==> config.mk <==
export PLATFORM = sky130hd
export DESIGN_NAME = instr_sequencer_decoder
export DESIGN_NICKNAME = d
export VERILOG_FILES = /design/src/rtl/instr_sequencer_decoder.sv
export SDC_FILE = /design/constraint.sdc
export NUM_CORES = 1
export LEC_CHECK = 0
export BUFFER_PORTS_ARGS = -buffer_cell sky130_fd_sc_hd__buf_2
export CORE_ASPECT_RATIO = 0.9
export CORE_UTILIZATION = 45
export CTS_CLUSTER_DIAMETER = 100
export DETAILED_ROUTE_END_ITERATION = 8
export GPL_ROUTABILITY_DRIVEN = 1
export PLACE_DENSITY = 0.8
export SYNTH_ARGS = -nofsm -noshare
export SYNTH_HDL_FRONTEND = slang
export SYNTH_SLANG_ARGS = --single-unit
==> constraint.sdc <==
create_clock -name clk -period 2 [get_ports clk]
set_clock_uncertainty 0.05 [all_clocks]
set_input_delay 0.2 -clock clk [delete_from_list [all_inputs] [get_ports clk]]
set_output_delay 0.2 -clock clk [all_outputs]
set_load 0.01 [all_outputs]
==> src/rtl/instr_sequencer_decoder.sv <==
// Instruction sequencer/decoder: latches one 16-bit instruction through a
// valid/ready handshake. It then walks the register-file/ALU datapath through
// operand reads, execute and write-back. The register numbers and enables for
// each step are generated here. Illegal encodings are flagged.
module instr_sequencer_decoder #(
  parameter int DATA_W       = 16,
  parameter bit STALL_EN     = 1'b1,
  parameter bit ILLEGAL_HALT = 1'b0
) (
  input  logic              clk,
  input  logic              reset,
  input  logic              in_valid,
  output logic              in_ready,
  input  logic [15:0]       instr,
  input  logic              step_ready,
  output logic [2:0]        opcode,
  output logic [1:0]        op,
  output logic [1:0]        ALUop,
  output logic [1:0]        shift,
  output logic [DATA_W-1:0] sximm5,
  output logic [DATA_W-1:0] sximm8,
  output logic [2:0]        readnum,
  output logic [2:0]        writenum,
  output logic              rd_en,
  output logic              rd_port,
  output logic              asel_zero,
  output logic              exec_en,
  output logic              status_en,
  output logic              wr_en,
  output logic              wr_src,
  output logic              done,
  output logic              illegal
);

  typedef enum logic [2:0] {
    IDLE = 3'd0,
    RD_A = 3'd1,
    RD_B = 3'd2,
    EXEC = 3'd3,
    WR   = 3'd4,
    DONE = 3'd5,
    ERR  = 3'd6
  } state_t;

  state_t      state_reg;
  state_t      state_next;
  logic [15:0] ir_reg;

  logic advance;
  logic is_movimm;
  logic is_movreg;
  logic is_cmp;
  logic is_mvn;

  // The first step depends on the {opcode, op} of the incoming instruction.
  // Any encoding that is not listed goes straight to ERR.
  function automatic state_t first_step(input logic [4:0] opc_op);
    case (opc_op)
      5'b110_10: first_step = WR;    // MOV Rn,#imm8
      5'b110_00: first_step = RD_B;  // MOV Rd,Rm{,sh}
      5'b101_00: first_step = RD_A;  // ADD
      5'b101_10: first_step = RD_A;  // AND
      5'b101_01: first_step = RD_A;  // CMP
      5'b101_11: first_step = RD_B;  // MVN
      default:   first_step = ERR;
    endcase
  endfunction

  // State and instruction register. The IR loads only when an instruction is
  // accepted in IDLE.
  always_ff @(posedge clk or negedge reset) begin
    if (!reset) begin
      state_reg <= IDLE;
      ir_reg    <= 16'h0000;
    end else begin
      state_reg <= state_next;
      if (state_reg == IDLE && in_valid)
        ir_reg <= instr;
    end
  end

  // Field decode from the latched IR.
  assign opcode    = ir_reg[15:13];
  assign op        = ir_reg[12:11];
  assign ALUop     = ir_reg[12:11];
  assign sximm5    = {{(DATA_W-5){ir_reg[4]}}, ir_reg[4:0]};
  assign sximm8    = {{(DATA_W-8){ir_reg[7]}}, ir_reg[7:0]};
  assign is_movimm = (ir_reg[15:11] == 5'b110_10);
  assign is_movreg = (ir_reg[15:11] == 5'b110_00);
  assign is_cmp    = (ir_reg[15:11] == 5'b101_01);
  assign is_mvn    = (ir_reg[15:11] == 5'b101_11);
  // Only ALU instructions and MOV-reg use the shifter field. In MOV-imm those
  // bits belong to imm8.
  assign shift     = (ir_reg[15:13] == 3'b101 || is_movreg) ? ir_reg[4:3] : 2'b00;
  // Without stall support, every datapath step lasts one cycle.
  assign advance   = (STALL_EN == 1'b0) || step_ready;

  // Next-state and per-step datapath controls, driven from the state register and IR.
  always_comb begin
    state_next = state_reg;
    in_ready   = 1'b0;
    readnum    = 3'd0;
    writenum   = 3'd0;
    rd_en      = 1'b0;
    rd_port    = 1'b0;
    asel_zero  = 1'b0;
    exec_en    = 1'b0;
    status_en  = 1'b0;
    wr_en      = 1'b0;
    wr_src     = 1'b0;
    done       = 1'b0;
    illegal    = 1'b0;
    case (state_reg)
      IDLE: begin
        in_ready = 1'b1;
        if (in_valid)
          state_next = first_step(instr[15:11]);
      end
      RD_A: begin
        rd_en   = 1'b1;
        rd_port = 1'b0;
        readnum = ir_reg[10:8];
        if (advance)
          state_next = RD_B;
      end
      RD_B: begin
        rd_en   = 1'b1;
        rd_port = 1'b1;
        readnum = ir_reg[2:0];
        if (advance)
          state_next = EXEC;
      end
      EXEC: begin
        exec_en   = 1'b1;
        status_en = is_cmp;
        asel_zero = is_movreg || is_mvn;
        if (advance)
          state_next = is_cmp ? DONE : WR;
      end
      WR: begin
        wr_en    = 1'b1;
        wr_src   = is_movimm;
        writenum = is_movimm ? ir_reg[10:8] : ir_reg[7:5];
        if (advance)
          state_next = DONE;
      end
      DONE: begin
        done       = 1'b1;
        state_next = IDLE;
      end
      ERR: begin
        illegal = 1'b1;
        if (ILLEGAL_HALT == 1'b0)
          state_next = IDLE;
      end
      default: state_next = IDLE;
    endcase
  end

endmodule

## Word level (Yosys, flattened, before mapping)

Index checks and enable logic that the tools add are counted.

- Logic and storage cells: 54
- Register bits after elaboration: 19
- Bits of input ports: 20

- Multiplexer cells: 22
- Reductions and logical operators: 8
- Eq/ne operators: 22

Operators by type and width:

| kind | count |
|---|---|
| equality test 5 bit, second input constant | 10 |
| two-way mux 3 bit | 7 |
| one-hot mux 3 bit (5 select lines) | 1 |
| equality test 3 bit, second input constant | 4 |
| two-way mux 1 bit | 11 |
| inequality test 2 bit, second input constant | 5 |
| one-hot mux 3 bit (3 select lines) | 1 |
| equality test 3 x 2 -> 1 bit, second input constant | 2 |
| one-hot mux 3 bit (2 select lines) | 1 |
| AND reduction 5 bit | 1 |
| OR reduction 2 bit | 2 |
| equality test 3 x 1 -> 1 bit, second input constant | 1 |
| logical NOT 3 bit | 1 |
| OR reduction 3 bit | 1 |
| logical OR 1 bit | 2 |
| two-way mux 2 bit | 1 |
| logical AND 1 bit | 1 |

## Logic depth before layout (Yosys ltp)

- Depth after elaboration: 5
- Mapped depth: 5
- Mapped depth without buffers: 4

## Least setup slack after synthesis

No wires, ideal clock.

- Path type: register -> register
- Start: register state_reg[2]
- End: register ir_reg[10]
- Buffers on the path: 2
- Stages on the path, launching flop included: 5
- Setup slack: 500 ps
- Data required time: 1825 ps
- Library setup time: 125 ps
- Data arrival time: 1325 ps
- Cell sequence: dfrtp_1 buf_6 nor3_4 buf_8 mux2_4

- Longest elaborated chain between the ends: 2

Ends and longest elaborated chain:

| what | line | RTL |
|---|---|---|
| start: declaration | 45 | `state_t state_reg;` |
| start signal: assignment | 76 | `state_reg <= state_next;` |
| logical NOT 3 bit | 77 | `if (state_reg == IDLE && in_valid)` |
| logical AND 1 bit | 77 |  |
| end signal: assignment | 78 | `ir_reg <= instr;` |
| end: declaration | 47 | `logic [15:0] ir_reg;` |

No other way between the ends.
A chain may end at the register's enable or synchronous reset.

## Worst setup path in the final report

- Start: register ir_reg[12]
- End: output writenum[0]

- Longest elaborated chain between the ends: 3

Ends and longest elaborated chain:

| what | line | RTL |
|---|---|---|
| equality test 5 bit | 88 | `assign is_movimm = (ir_reg[15:11] == 5'b110_10);` |
| two-way mux 3 bit | 143 | `writenum = is_movimm ? ir_reg[10:8] : ir_reg[7:5];` |
| two-way mux 3 bit | 113 | `case (state_reg)` |
| end: declaration | 23 | `output logic [2:0] writenum,` |

No other way between the ends.

==> impl_metrics.json <==
{
  "run_status": "finished clean",
  "critPathCaptureType": "output pin",
  "setup_viol": 0,
  "drt_first_iter_violations": 31,
  "synth_fp_nets": 166,
  "seq_area_frac_synth": 0.331,
  "portBuffers": 76,
  "worst_slew_margin": 0.641,
  "timing.critical_path.from_type": "flip-flop",
  "cp_data_required_time_ns": 1.75,
  "gate_count_of_the_mapped_netlist": 146,
  "grt_most_used_layer": "met2",
  "leakage_nw": 0.836,
  "detail-route-antenna-nets": 0,
  "synthToLayoutAreaGrowth_pct": 11.4,
  "drt-pass1-iter-count": 4,
  "slew_viol_final": 0,
  "max_clock_freq_ghz": 0.531,
  "detailed_place_hpwl_um": 2030,
  "dpl_worst_slack_ns": 0.334,
  "tritoncts_clock_tree": "done",
  "io_pins": 77,
  "critPathSlowestCell": "sky130_fd_sc_hd__dfrtp_2",
  "antennaDiodeCount": 0,
  "die_x_um": 61.5,
  "postSynthAreaPerCell_um2": 9.83,
  "power_per_cell_area_nw_per_um2": 1620,
  "grt_first_pass_wirelength_um": 4120,
  "yosys_warnings": 0,
  "final_core_utilization": 0.525,
  "clock_sink_count": 19,
  "grt_max_degree": 20,
  "floorplan.core_area_um2": 3040,
  "worst-path-buf-inv": 2,
  "synthDominantAreaCellType": "sky130_fd_sc_hd__dfrtp_1",
  "wl_per_cell_um": 12.0,
  "vert_die_dim_um": 55.6,
  "synthesis.area_um2": 1440,
  "drv_cap": 0,
  "fin_setup_tns_ns": 0,
  "worst_skew_pair.late_latency_ns": 0.30,
  "fp-row-count": 19,
  "clock_tree.root_cell": "sky130_fd_sc_hd__clkbuf_4",
  "global_route.usage.met2": 0.260,
  "via_per_inst": 4.82,
  "cts_made_buffers": 3,
  "num_vias": 1098,
  "layout-drive-gt1-share": 0.570,
  "synth_cell_type_count": 33,
  "grt_antenna_before_repair": 0,
  "overall_global_routing_usage": 0.162,
  "number_of_flip_flops_in_the_largest_register": 16,
  "worstPathCellList": "nand2_2 -> nor4b_4 -> buf_4 -> mux2i_1 -> nor2_1 -> buf_2",
  "gr-usage-met1": 0.215,
  "finalCriticalPeriod_ns": 1.88,
  "initial_utilization": 0.472,
  "worst_path_largest_cell_delay_ns": 0.45,
  "place_congestion": 0.728,
  "globalRoute.totalOverflow": 0,
  "worst_ir_drop_vdd_mv": 0.815,
  "worst_setup_path_class": "flip-flop to output pin",
  "timing_worst_slew_pin_value_ns": 0.539,
  "fin_crit_sh": 0.941,
  "grt_setup_unrepaired": "yes",
  "fin_nets": 207,
  "fp.dieArea_um2": 3420,
  "met3_usage": 0.0465,
  "htreeDepth": 1,
  "clk_pin_slew_worst_paths_ns": 0.11,
  "detail_route.drc_violations": 0,
  "routed_wirelength_um": 2740,
  "timing.critical_path.arrival_ns": 1.63,
  "crit_family": "flip-flops",
  "timing_hold_violations_final": 0,
  "synth.area.top_cells": "sky130_fd_sc_hd__dfrtp_1 33%, sky130_fd_sc_hd__buf_4 20%, sky130_fd_sc_hd__mux2_2 6.3%, sky130_fd_sc_hd__mux2_4 6.3%, sky130_fd_sc_hd__nor2b_1 3.5%",
  "clock_path_buffers": 2,
  "postLayoutSetupSlackWorst_ns": 0.118,
  "vias_in_the_first_global_route": 918,
  "worst_hold_path_type": "input pin to flip-flop",
  "yosys_register_bits": 19,
  "synth_top_cell_area_share": 0.331,
  "path_max_fanout": 8
}
## logic make-up after synthesis
kind of cell    synth area share
compound gates            0.0828
xor+xnor                 0.00610
buf+inv                    0.247
flops                      0.331
mux                        0.153
simple gates               0.180
## stage by stage
stage | cells | power, mW | cell area [um^2] | hold slack, ns
after floorplan | 146 | 2.35 | 1440 | -0.146
final | 228 | 2.60 | 1600 | 0.0578
after detailed placement | 222 | 2.40 | 1540 | 0.123
after CTS | 228 | 2.61 | 1590 | 0.0448
after global placement | 222 | 2.36 | 1540 | 0.115
after global routing | 228 | 2.83 | 1600 | 0.0480
## per-layer routing
layer / wire, um / share of wire / vias to the layer above
li1: - / - / 535
met1: 1290 / 0.47 / 510
met2: 1280 / 0.47 / 51
met3: 152 / 0.056 / 2
met4: 17 / 0.0062 / 0
met5: 0 / 0 / -
## final timing paths
kind	start	endpoint	slack [ns]	cells past startpoint
max in group asynchronous	reset	ir_reg[12]$_DFFE_PN0P_	1.27	2
worst min-delay path	instr[4]	ir_reg[4]$_DFFE_PN0P_	0.06	3
worst max-delay path	ir_reg[12]$_DFFE_PN0P_	writenum[0]	0.12	6
worst max register to register	state_reg[0]$_DFFE_PN0P_	ir_reg[2]$_DFFE_PN0P_	0.40	4
min in group asynchronous	reset	ir_reg[8]$_DFFE_PN0P_	0.31	2
worst min register to register	ir_reg[5]$_DFFE_PN0P_	ir_reg[5]$_DFFE_PN0P_	0.51	1
## cells in the final DEF, fill, tap and decap left out
cell / Yosys / final
sky130_fd_sc_hd__buf_2: 1 / 76
sky130_fd_sc_hd__dfrtp_1: 19 / 17
sky130_fd_sc_hd__nor2_1: 10 / 10
sky130_fd_sc_hd__mux2_2: 8 / 8
sky130_fd_sc_hd__nand2_1: 8 / 7
sky130_fd_sc_hd__nor2b_1: 8 / 6
sky130_fd_sc_hd__mux2_4: 6 / 6
sky130_fd_sc_hd__o21ai_0: 5 / 5
sky130_fd_sc_hd__a21oi_1: 5 / 5
sky130_fd_sc_hd__inv_1: 4 / 4
sky130_fd_sc_hd__mux2i_1: 4 / 4
sky130_fd_sc_hd__a22oi_1: 3 / 3
sky130_fd_sc_hd__clkbuf_4: 0 / 3
sky130_fd_sc_hd__buf_4: 39 / 3
sky130_fd_sc_hd__nor2b_2: 0 / 2
sky130_fd_sc_hd__and3b_1: 2 / 2
sky130_fd_sc_hd__nor4b_1: 2 / 2
sky130_fd_sc_hd__and2_1: 2 / 2
sky130_fd_sc_hd__nand3_1: 2 / 2
sky130_fd_sc_hd__a31oi_1: 2 / 2
sky130_fd_sc_hd__dfrtp_2: 0 / 2
sky130_fd_sc_hd__o21ba_2: 1 / 1
sky130_fd_sc_hd__and4b_1: 1 / 1
sky130_fd_sc_hd__nor3_1: 1 / 1
sky130_fd_sc_hd__nand2_2: 0 / 1
sky130_fd_sc_hd__nor4b_4: 1 / 1
sky130_fd_sc_hd__nand2b_4: 1 / 1
sky130_fd_sc_hd__nor3_4: 1 / 1
sky130_fd_sc_hd__o22ai_1: 1 / 1
sky130_fd_sc_hd__nand3b_1: 1 / 1
sky130_fd_sc_hd__o211ai_1: 1 / 1
sky130_fd_sc_hd__o311a_1: 1 / 1
sky130_fd_sc_hd__xor2_1: 1 / 1
sky130_fd_sc_hd__nand2b_1: 1 / 1
sky130_fd_sc_hd__clkinv_2: 0 / 1
sky130_fd_sc_hd__dlygate4sd3_1: 0 / 1
## worst min-delay path, cell delays in order
cell and delay (ns):
sky130_fd_sc_hd__buf_2 0.08, sky130_fd_sc_hd__nand2_1 0.04, sky130_fd_sc_hd__o21ai_0 0.06
## synth_stat cells
master / instances
sky130_fd_sc_hd__a21oi_1: 5
sky130_fd_sc_hd__a22oi_1: 3
sky130_fd_sc_hd__a31oi_1: 2
sky130_fd_sc_hd__and2_1: 2
sky130_fd_sc_hd__and3b_1: 2
sky130_fd_sc_hd__and4b_1: 1
sky130_fd_sc_hd__buf_2: 1
sky130_fd_sc_hd__buf_4: 39
sky130_fd_sc_hd__buf_6: 2
sky130_fd_sc_hd__buf_8: 1
sky130_fd_sc_hd__clkbuf_1: 1
sky130_fd_sc_hd__dfrtp_1: 19
sky130_fd_sc_hd__inv_1: 4
sky130_fd_sc_hd__mux2_2: 8
sky130_fd_sc_hd__mux2_4: 6
sky130_fd_sc_hd__mux2i_1: 4
sky130_fd_sc_hd__nand2_1: 8
sky130_fd_sc_hd__nand2b_1: 1
sky130_fd_sc_hd__nand2b_4: 1
sky130_fd_sc_hd__nand3_1: 2
sky130_fd_sc_hd__nand3b_1: 1
sky130_fd_sc_hd__nor2_1: 10
sky130_fd_sc_hd__nor2b_1: 8
sky130_fd_sc_hd__nor3_1: 1
sky130_fd_sc_hd__nor3_4: 1
sky130_fd_sc_hd__nor4b_1: 2
sky130_fd_sc_hd__nor4b_4: 1
sky130_fd_sc_hd__o211ai_1: 1
sky130_fd_sc_hd__o21ai_0: 5
sky130_fd_sc_hd__o21ba_2: 1
sky130_fd_sc_hd__o22ai_1: 1
sky130_fd_sc_hd__o311a_1: 1
sky130_fd_sc_hd__xor2_1: 1
## timing repair
item,4_1_cts,5_1_grt
hold buffers,1,0
gates resized for setup,0,5
endpoints found under the setup margin,3,8
pin swaps,1,0
hold endpoints to repair,19,0
setup buffers,1,0
## area by class of cell
cell class                      count  area (um^2)
Sequential cell                    19          478
Clock buffer                        3         22.5
Tap cell                           42         52.6
Timing Repair Buffer               80          413
Multi-Input combinational cell     79          613
Inverter                            4         15.0
Fill cell                         322         1440
Clock inverter                      1         5.00
## where the power goes
group | total (mW) | internal, mW | switching, mW
sequential | 0.910 | 0.582 | 0.329
combinational | 1.49 | 0.771 | 0.720
clock | 0.195 | 0.0745 | 0.121
total | 2.60 | 1.43 | 1.17
(Power assumes the default switching activity.)
